File: config.mk
export PLATFORM = sky130hd
export DESIGN_NAME = aurora_tx_write_packer
export DESIGN_NICKNAME = d
export VERILOG_FILES = /design/src/rtl/aurora_pkg.sv /design/src/rtl/aurora_tx_write_packer.sv
export SDC_FILE = /design/constraint.sdc
export NUM_CORES = 1
export LEC_CHECK = 0
export ABC_AREA = 1
export CELL_PAD_IN_SITES_DETAIL_PLACEMENT = 0
export CELL_PAD_IN_SITES_GLOBAL_PLACEMENT = 1
export CORE_AREA = 2 2 161 163
export DETAILED_ROUTE_END_ITERATION = 10
export DIE_AREA = 0 0 163 165
export PLACE_DENSITY_LB_ADDON = 0.1
export SLEW_MARGIN = 25
export SYNTH_ARGS = -nofsm -noshare
export SYNTH_HDL_FRONTEND = slang
export SYNTH_SLANG_ARGS = --single-unit
export TNS_END_PERCENT = 30
File: constraint.sdc
create_clock -name user_clk -period 2.13 [get_ports user_clk]
set_input_delay 0.426 -clock user_clk [delete_from_list [all_inputs] [get_ports user_clk]]
set_output_delay 0.426 -clock user_clk [all_outputs]
set_load 0.02 [all_outputs]
File: src/rtl/aurora_pkg.sv
// -----------------------------------------------------------------------------
// aurora_pkg
// Shared definitions for the Aurora TX write packer.
//   - state_t          : packer FSM states (IDLE / SEND / RESP)
//   - packet field bit positions inside the 256-bit stream beat
//   - default write opcode and AXI BRESP codes
//   - pack_beat()      : assembles one stream beat from a captured AXI write
// -----------------------------------------------------------------------------
package aurora_pkg;

    typedef enum logic [1:0] {
        IDLE = 2'd0,
        SEND = 2'd1,
        RESP = 2'd2
    } state_t;

    localparam int PKT_W      = 256;
    localparam int WDATA_LSB  = 0;
    localparam int AWADDR_LSB = 32;
    localparam int WSTRB_LSB  = 64;
    localparam int SEQ_LSB    = 72;
    localparam int OPCODE_LSB = 88;

    localparam logic [7:0] OPCODE_WRITE_DEFAULT = 8'h01;

    localparam logic [1:0] RESP_OKAY   = 2'b00;
    localparam logic [1:0] RESP_SLVERR = 2'b10;

    // Every bit not covered by a field is left at zero.
    function automatic logic [PKT_W-1:0] pack_beat(
        input logic [31:0] addr,
        input logic [31:0] data,
        input logic [3:0]  strb,
        input logic [7:0]  seq,
        input logic [7:0]  opcode
    );
        logic [PKT_W-1:0] beat;
        beat = '0;
        beat[WDATA_LSB  +: 32] = data;
        beat[AWADDR_LSB +: 32] = addr;
        beat[WSTRB_LSB  +: 4]  = strb;
        beat[SEQ_LSB    +: 8]  = seq;
        beat[OPCODE_LSB +: 8]  = opcode;
        return beat;
    endfunction

endpackage

File: src/rtl/aurora_tx_write_packer.sv
// -----------------------------------------------------------------------------
// aurora_tx_write_packer
// Accepts AXI4-Lite writes and packs each into a single 256-bit, TLAST-marked
// stream beat for the Aurora USER_DATA_S_AXIS_TX port. The write response is
// returned only after the stream beat has been accepted downstream.
//
// Ports
//   user_clk, sys_reset          : clock, synchronous active-high reset
//   S_AXI_AW*                    : write address channel (slave)
//   S_AXI_W*                     : write data channel (slave)
//   S_AXI_B*                     : write response channel (slave)
//   AXIS_TX_*                    : 256-bit packet stream (master)
//
// Parameters
//   TIMEOUT_CYCLES : stream watchdog limit (only with TX_WATCHDOG_EN)
//   OPCODE_WRITE   : opcode placed in the packet header
//
// Configuration
//   TX_WATCHDOG_EN : when defined, a beat stalled by TREADY=0 for
//                    TIMEOUT_CYCLES cycles is dropped and answered with SLVERR.
// -----------------------------------------------------------------------------
module aurora_tx_write_packer
    import aurora_pkg::*;
#(
    parameter int         TIMEOUT_CYCLES = 1024,
    parameter logic [7:0] OPCODE_WRITE   = OPCODE_WRITE_DEFAULT
) (
    input  logic         user_clk,
    input  logic         sys_reset,

    input  logic [31:0]  S_AXI_AWADDR,
    input  logic         S_AXI_AWVALID,
    output logic         S_AXI_AWREADY,

    input  logic [31:0]  S_AXI_WDATA,
    input  logic [3:0]   S_AXI_WSTRB,
    input  logic         S_AXI_WVALID,
    output logic         S_AXI_WREADY,

    output logic [1:0]   S_AXI_BRESP,
    output logic         S_AXI_BVALID,
    input  logic         S_AXI_BREADY,

    output logic [255:0] AXIS_TX_TDATA,
    output logic         AXIS_TX_TVALID,
    output logic         AXIS_TX_TLAST,
    input  logic         AXIS_TX_TREADY
);

    state_t       r_state;
    state_t       w_state_nxt;

    logic         r_aw_held;
    logic         r_w_held;
    logic [31:0]  r_awaddr;
    logic [31:0]  r_wdata;
    logic [3:0]   r_wstrb;
    logic [7:0]   r_seq;
    logic [255:0] r_tdata;
    logic [1:0]   r_bresp;
    logic         r_awready;
    logic         r_wready;

    logic         w_aw_hs;
    logic         w_w_hs;
    logic         w_aw_held_nxt;
    logic         w_w_held_nxt;
    logic [31:0]  w_awaddr_nxt;
    logic [31:0]  w_wdata_nxt;
    logic [3:0]   w_wstrb_nxt;
    logic         w_stream_hs;
    logic         w_timeout;

    // The ready flags are registered and only ever high in IDLE, so a
    // handshake on either channel implies the FSM is in IDLE.
    assign w_aw_hs       = S_AXI_AWVALID & r_awready;
    assign w_w_hs        = S_AXI_WVALID  & r_wready;
    assign w_aw_held_nxt = r_aw_held | w_aw_hs;
    assign w_w_held_nxt  = r_w_held  | w_w_hs;

    // Forward a channel captured this very cycle so the beat can be built
    // on the same edge that completes the pair.
    assign w_awaddr_nxt  = w_aw_hs ? S_AXI_AWADDR : r_awaddr;
    assign w_wdata_nxt   = w_w_hs  ? S_AXI_WDATA  : r_wdata;
    assign w_wstrb_nxt   = w_w_hs  ? S_AXI_WSTRB  : r_wstrb;

    assign w_stream_hs   = (r_state == SEND) & AXIS_TX_TREADY;

`ifdef TX_WATCHDOG_EN
    localparam int         WD_W     = 21;
    localparam logic [WD_W-1:0] WD_LIMIT = WD_W'(TIMEOUT_CYCLES - 1);

    logic [WD_W-1:0] r_wd_cnt;

    // Held at zero outside SEND, so every SEND entry starts from zero.
    always_ff @(posedge user_clk) begin
        if (sys_reset || r_state != SEND) begin
            r_wd_cnt <= '0;
        end else if (!AXIS_TX_TREADY) begin
            r_wd_cnt <= r_wd_cnt + 1'b1;
        end
    end

    assign w_timeout = (r_state == SEND) & ~AXIS_TX_TREADY & (r_wd_cnt == WD_LIMIT);
`else
    logic w_unused_timeout_cfg;
    assign w_unused_timeout_cfg = ^TIMEOUT_CYCLES;
    assign w_timeout = 1'b0;
`endif

    // FSM state register
    always_ff @(posedge user_clk) begin
        if (sys_reset) begin
            r_state <= IDLE;
        end else begin
            r_state <= w_state_nxt;
        end
    end

    // FSM next-state logic
    always_comb begin
        w_state_nxt = r_state;
        case (r_state)
            IDLE: if (w_aw_held_nxt && w_w_held_nxt) w_state_nxt = SEND;
            SEND: if (w_stream_hs || w_timeout)      w_state_nxt = RESP;
            RESP: if (S_AXI_BREADY)                  w_state_nxt = IDLE;
            default:                                 w_state_nxt = IDLE;
        endcase
    end

    // FSM output decode
    always_comb begin
        AXIS_TX_TVALID = (r_state == SEND);
        AXIS_TX_TLAST  = (r_state == SEND);
        S_AXI_BVALID   = (r_state == RESP);
    end

    assign S_AXI_AWREADY = r_awready;
    assign S_AXI_WREADY  = r_wready;
    assign S_AXI_BRESP   = r_bresp;
    assign AXIS_TX_TDATA = r_tdata;

    always_ff @(posedge user_clk) begin
        if (sys_reset) begin
            r_aw_held <= 1'b0;
            r_w_held  <= 1'b0;
            r_awaddr  <= '0;
            r_wdata   <= '0;
            r_wstrb   <= '0;
            r_seq     <= '0;
            r_tdata   <= '0;
            r_bresp   <= RESP_OKAY;
            r_awready <= 1'b0;
            r_wready  <= 1'b0;
        end else begin
            if (w_aw_hs) r_awaddr <= S_AXI_AWADDR;
            if (w_w_hs) begin
                r_wdata <= S_AXI_WDATA;
                r_wstrb <= S_AXI_WSTRB;
            end

            // The held flags only matter while collecting in IDLE; once the
            // pair is complete its contents live in r_tdata, so the flags
            // drop as soon as the FSM leaves IDLE.
            r_aw_held <= w_aw_held_nxt & (w_state_nxt == IDLE);
            r_w_held  <= w_w_held_nxt  & (w_state_nxt == IDLE);

            // Beat is frozen on entry to SEND, keeping TDATA stable under
            // backpressure.
            if (r_state == IDLE && w_state_nxt == SEND) begin
                r_tdata <= pack_beat(w_awaddr_nxt, w_wdata_nxt, w_wstrb_nxt,
                                     r_seq, OPCODE_WRITE);
            end

            if (w_stream_hs) begin
                r_seq   <= r_seq + 8'd1;
                r_bresp <= RESP_OKAY;
            end else if (w_timeout) begin
                r_bresp <= RESP_SLVERR;
            end

            // Registered readies: low during reset, high one edge after it,
            // and dropped on the edge that captures the channel.
            r_awready <= (w_state_nxt == IDLE) & ~w_aw_held_nxt;
            r_wready  <= (w_state_nxt == IDLE) & ~w_w_held_nxt;
        end
    end

endmodule

# Yosys cells after proc, flatten, opt, wreduce, memory -nomap -nowiden
# Cells that the tools add are included.
[op_classes]
n_addsub = 1
n_eq_ne = 3
muxes = 7
n_bitwise = 11
reduce_logical = 4
[op_table]
columns = ["operator", "count"]
rows = [
  ["2-to-1 mux 32 bit", 2],
  ["adder 8 x 1 -> 8 bit, second input constant", 1],
  ["bitwise AND 1 bit", 7],
  ["2-to-1 mux 2 bit", 3],
  ["one-hot mux 2 bit (3 select lines)", 1],
  ["equality test 2 x 1 -> 1 bit, second input constant", 2],
  ["zero test 2 bit", 2],
  ["2-to-1 mux 4 bit", 1],
  ["equality test 2 bit, second input constant", 1],
  ["logical AND 1 bit", 2],
  ["NOT 1 bit", 2],
  ["OR 1 bit", 2],
]
[word_totals]
reg_bits = 159
inputBits = 74
output_inout_bits = 263
elab_cells = 36

# Logic depth before layout (Yosys ltp)
# Gate-level depths: netlist (run 1).
[logic_depth]
ltp_word = 7
mapped_depth = 8
ltp_nobuf = 7

# Worst setup path before layout (run 1)
# No wires, ideal clock.
[synth_path]
kind = "register -> register"
from = "reg r_wready, in the netlist S_AXI_WREADY"
to = "reg r_tdata[11], in the netlist AXIS_TX_TDATA[11]"
setup_ps = 128
arrival_time_ps = 1239
required_ps = 2002
slack_ps = 763
path_stages_with_launch = 9
path_buffers = 2
synth_period_minus_slack_ps = 1367
cell_sequence = "dfxtp_1 nand2_1 buf_4 buf_2 or2_1 o21ai_1 nand2_1 nand2_1 a21oi_1"
[synth_between]
elab_chain_len = 7
word_cells_on_any_way = 8
classes_between = "eq/ne: 1; mux: 3; bitwise: 2; reduce/logical: 2"
[synth_lines]
columns = ["item", "line_no", "source"]
rows = [
  ["start: declaration", "aurora_tx_write_packer.sv:62", "logic r_wready;"],
  ["start signal: assignment", "aurora_tx_write_packer.sv:185", "r_wready <= (w_state_nxt == IDLE) & ~w_w_held_nxt;"],
  ["bitwise AND 1 bit *", "aurora_tx_write_packer.sv:77", "assign w_w_hs = S_AXI_WVALID & r_wready;"],
  ["OR 1 bit", "aurora_tx_write_packer.sv:79", "assign w_w_held_nxt = r_w_held | w_w_hs;"],
  ["logical AND 1 bit", "aurora_tx_write_packer.sv:124", "IDLE: if (w_aw_held_nxt && w_w_held_nxt) w_state_nxt = SEND;"],
  ["2-to-1 mux 2 bit", "aurora_tx_write_packer.sv:124", ""],
  ["one-hot mux 2 bit (3 select lines)", "aurora_tx_write_packer.sv:123", "case (r_state)"],
  ["equality test 2 x 1 -> 1 bit", "aurora_tx_write_packer.sv:170", "if (r_state == IDLE && w_state_nxt == SEND) begin"],
  ["logical AND 1 bit", "aurora_tx_write_packer.sv:170", ""],
  ["end signal: assignment", "aurora_tx_write_packer.sv:171", "r_tdata <= pack_beat(w_awaddr_nxt, w_wdata_nxt, w_wstrb_nxt,"],
  ["end: declaration", "aurora_tx_write_packer.sv:59", "logic [255:0] r_tdata;"],
]
# Mark *: on every way between the ends. The rest lies on a longest branch, timed or not.
# A chain may end at the register's enable or synchronous reset.

# Final worst setup path (run 1)
[layout_path]
from = "reg r_state[0]"
to = "out AXIS_TX_TLAST"
[layout_between]
elab_chain_len = 1
[layout_lines]
columns = ["item", "line_no", "source"]
rows = [
  ["start: declaration", "aurora_tx_write_packer.sv:50", "state_t r_state;"],
  ["start signal: assignment", "aurora_tx_write_packer.sv:116", "r_state <= w_state_nxt;"],
  ["equality test 2 x 1 -> 1 bit", "aurora_tx_write_packer.sv:134", "AXIS_TX_TLAST = (r_state == SEND);"],
  ["end: declaration", "aurora_tx_write_packer.sv:46", "output logic AXIS_TX_TLAST,"],
]
# No other way between the ends.

==> summary.md, run 1 <==
| Metric | Value |
|---|---|
| Status | `finished clean` |
| Drt via density | `3.82` |
| Max IR drop VDD | `0.402 mV` |
| WL per Instance | `12.0 um` |
| Layout cells sized above 1 | `about 7.3%` |
| Class of the worst hold path | `register to register` |
| Max incr delay on CP | `0.60 ns` |
| Largest buffer count on any clock path | `2` |
| Routed Antenna Nets | `0` |
| H-tree Lvls | `4` |
| Worst EP required | `1.70 ns` |
| Area Growth Syn to Fin | `23.8%` |
| Commonest non-fill, non-tap cell in the layout | `conb_1` |
| Number of core rows | `58` |
| Vias in the first global route | `4,862` |
| # hold bufs at CTS | `0` |
| CTS buffer count | `17` |
| Starting DRT DRC Count | `204` |
| Starting Density | `between 20 and 30%` |
| Clock transition at path regs | `0.07 ns` |
| CP Capture Type | `primary output` |
| MaxCap Viol Count | `0` |
| Setup violators final | `0` |
| DP HPWL | `11,300 um` |
| I/O pin count | `337` |
| Clock Latency Late Sink | `about 0.43 ns` |
| CP Cell Sequence | `nand2_1 > inv_1 > clkdlybuf4s50_1` |
| Initial antenna violation count | `0` |
| CP startpoint kind | `register` |
| Critical-path maximum fanout | `4` |
| Most frequent cells in the layout | `181 x conb_1, 159 x dfxtp_1, 154 x clkdlybuf4s50_1, 147 x nand2_1, 141 x nor2_1` |
| Non-Filler Instances | `about 1,400` |
| Syn. warnings | `0` |
| N_diodes | `0` |
| Mapped Area | `7410 sq um` |
| Min cycle time layout | `2.01 ns` |
| Largest net degree at the start of global routing | `115` |
| Slew Limit Fails | `0` |
| Worst path slowest cell | `clkdlybuf4s50_1` |
| Postcts setup bufs | `0` |
| FMAX | `0.497 GHz` |
| CTS root buf | `clkbuf_16` |
| Tightest Pin Transition | `0.548 ns` |
| Gpl congestion | `0.710` |
| Detailed-route DRC error count | `0` |
| Arr. time, crit path | `between 1.5 and 2 ns` |
| Synth Instances | `970` |
| Die Y | `165 um` |
| Num Clock Sinks | `between 150 and 200` |
| Routed vias | `about 5,500` |
| Seq/Total Area, Yosys | `43.0%` |
| RSZ-0062 raised after global routing | `false` |
| Placed insts | `1,417` |
| P per Cell Area | `about 860 nW/um^2` |
| Die Span X | `163 um` |
| Nets | `1,181` |
| Clock skew | `about 0.010 ns` |
| Syn_area_per_cell | `7.64 sq um` |
| DR pass1 iterations | `4` |
| Max-slew headroom | `a little under two thirds` |
| Yosys cell types | `27` |
| Leakage power | `between 3 and 4 nW` |
| First-pass GRT wire length | `26,300 um` |
| Grt total ovfl | `0` |
| Post-cts gate resize count | `0` |
| Die area | `26,900 sq um` |
| CTS tree | `done` |
| Fin crit share | `94.4%` |
| GRT Util Overall | `around 12%` |
| Hold Violations, Final | `0` |
| Total Neg Setup Slack | `0 ns` |
| Core Area | `~25,000 sq um` |
| Seq cells post-synth | `159` |
| Final wirelength | `between 15,000 and 20,000 um` |
| # port buffers | `155` |
| CP Class | `register to primary output` |
==> worst max-delay path, delay by kind of cell (launching register included) <==
kind | cells | cell delay [ns]
flip-flops | 1 | 0.39
buffers and inverters | 2 | 0.67
AND/OR/NAND/NOR | 1 | 0.10
==> cells by family after synthesis <==
kind of cell	Yosys count	share of synthesized area (%)
AOI/OAI and AO/OA	158	12.1
adders and majority gates	1	0.169
buffers and inverters	316	26.2
DFF	159	43.0
other	1	0.0506
and+or+nand+nor	335	18.6
==> power breakdown <==
group          switching, W  leakage, nW  internal [W]
Clock               0.00133        0.259       0.00153
Sequential        0.0000987         1.30       0.00323
Combinational       0.00107         2.29      0.000618
==> per-layer routing <==
layer	up-vias	track usage (%)	wire (um)
met3	17	4.55	1440
li1	2892	-	-
met4	0	3.86	197
met5	-	0	0
met1	2440	16.8	8380
met2	181	18.4	7300
==> cell usage after synthesis <==
master,instances,area [sq um]
a21oi_2,20,175
or2_1,30,188
o21ai_2,6,52.6
clkinv_2,1,5.00
clkbuf_2,2,10.0
inv_2,2,7.51
nand3_2,2,20.0
o21bai_1,1,7.51
buf_4,184,1380
or2_2,6,37.5
nor3b_1,2,15.0
nor2_1,141,529
buf_6,4,45.0
o21a_1,1,7.51
buf_2,24,120
inv_1,84,315
nand3_1,3,15.0
ha_1,1,12.5
nor3_1,3,15.0
o21ai_0,27,135
buf_1,2,7.51
o21ai_1,40,200
nand2_1,148,556
conb_1,1,3.75
dfxtp_1,159,3180
a21oi_1,63,315
clkbuf_1,13,48.8
==> per-stage QoR <==
step           power, W  area [sq um]  setup WS (ns)  hold WS, ns  util [%]
2_1_floorplan   0.00478          8080          0.763        0.459         -
6_report        0.00789          9170          0.120        0.439      36.6
4_1_cts         0.00803          9170         0.0845        0.444      36.6
5_1_grt         0.00832          9170         0.0319        0.456      36.6
3_3_place_gp    0.00511          8630          0.151        0.430      34.5
3_5_place_dp    0.00511          8630          0.140        0.433      34.5
==> worst paths after layout <==
path | endpoint | slack [ns] | start | depth (start not counted)
max reg2reg | AXIS_TX_TDATA[44] | 0.70 | S_AXI_WREADY | 7
max | AXIS_TX_TLAST | 0.12 | r_state[0] | 3
min reg2reg | AXIS_TX_TDATA[4] | 0.44 | AXIS_TX_TDATA[4] | 2
min | AXIS_TX_TDATA[4] | 0.44 | AXIS_TX_TDATA[4] | 2
==> area by class of cell <==
cell class / count / area (sq um)
repair buffers: 166 / 1730
clock buffers: 18 / 439
well taps: 330 / 413
clock inverters: 14 / 106
flip-flops and latches: 159 / 3180
multi-input cells: 675 / 2970
inverters: 87 / 328
fillers: 2712 / 15900
==> state kept, by name, summed over array words and instances, names as in the netlist <==
name           flops
S_AXI_AWREADY      1
r_wstrb            4
r_aw_held          1
r_w_held           1
r_awaddr          32
AXIS_TX_TDATA     77
r_state            2
r_seq              8
r_wdata           32
S_AXI_WREADY       1
Power figures use the tool's default switching activity.
==> run 2: changes to the inputs <==
SLEW_MARGIN = not set   (was 25)
==> results of run 2 <==
Final layout, timing and power as in run 1 (identical DEF).
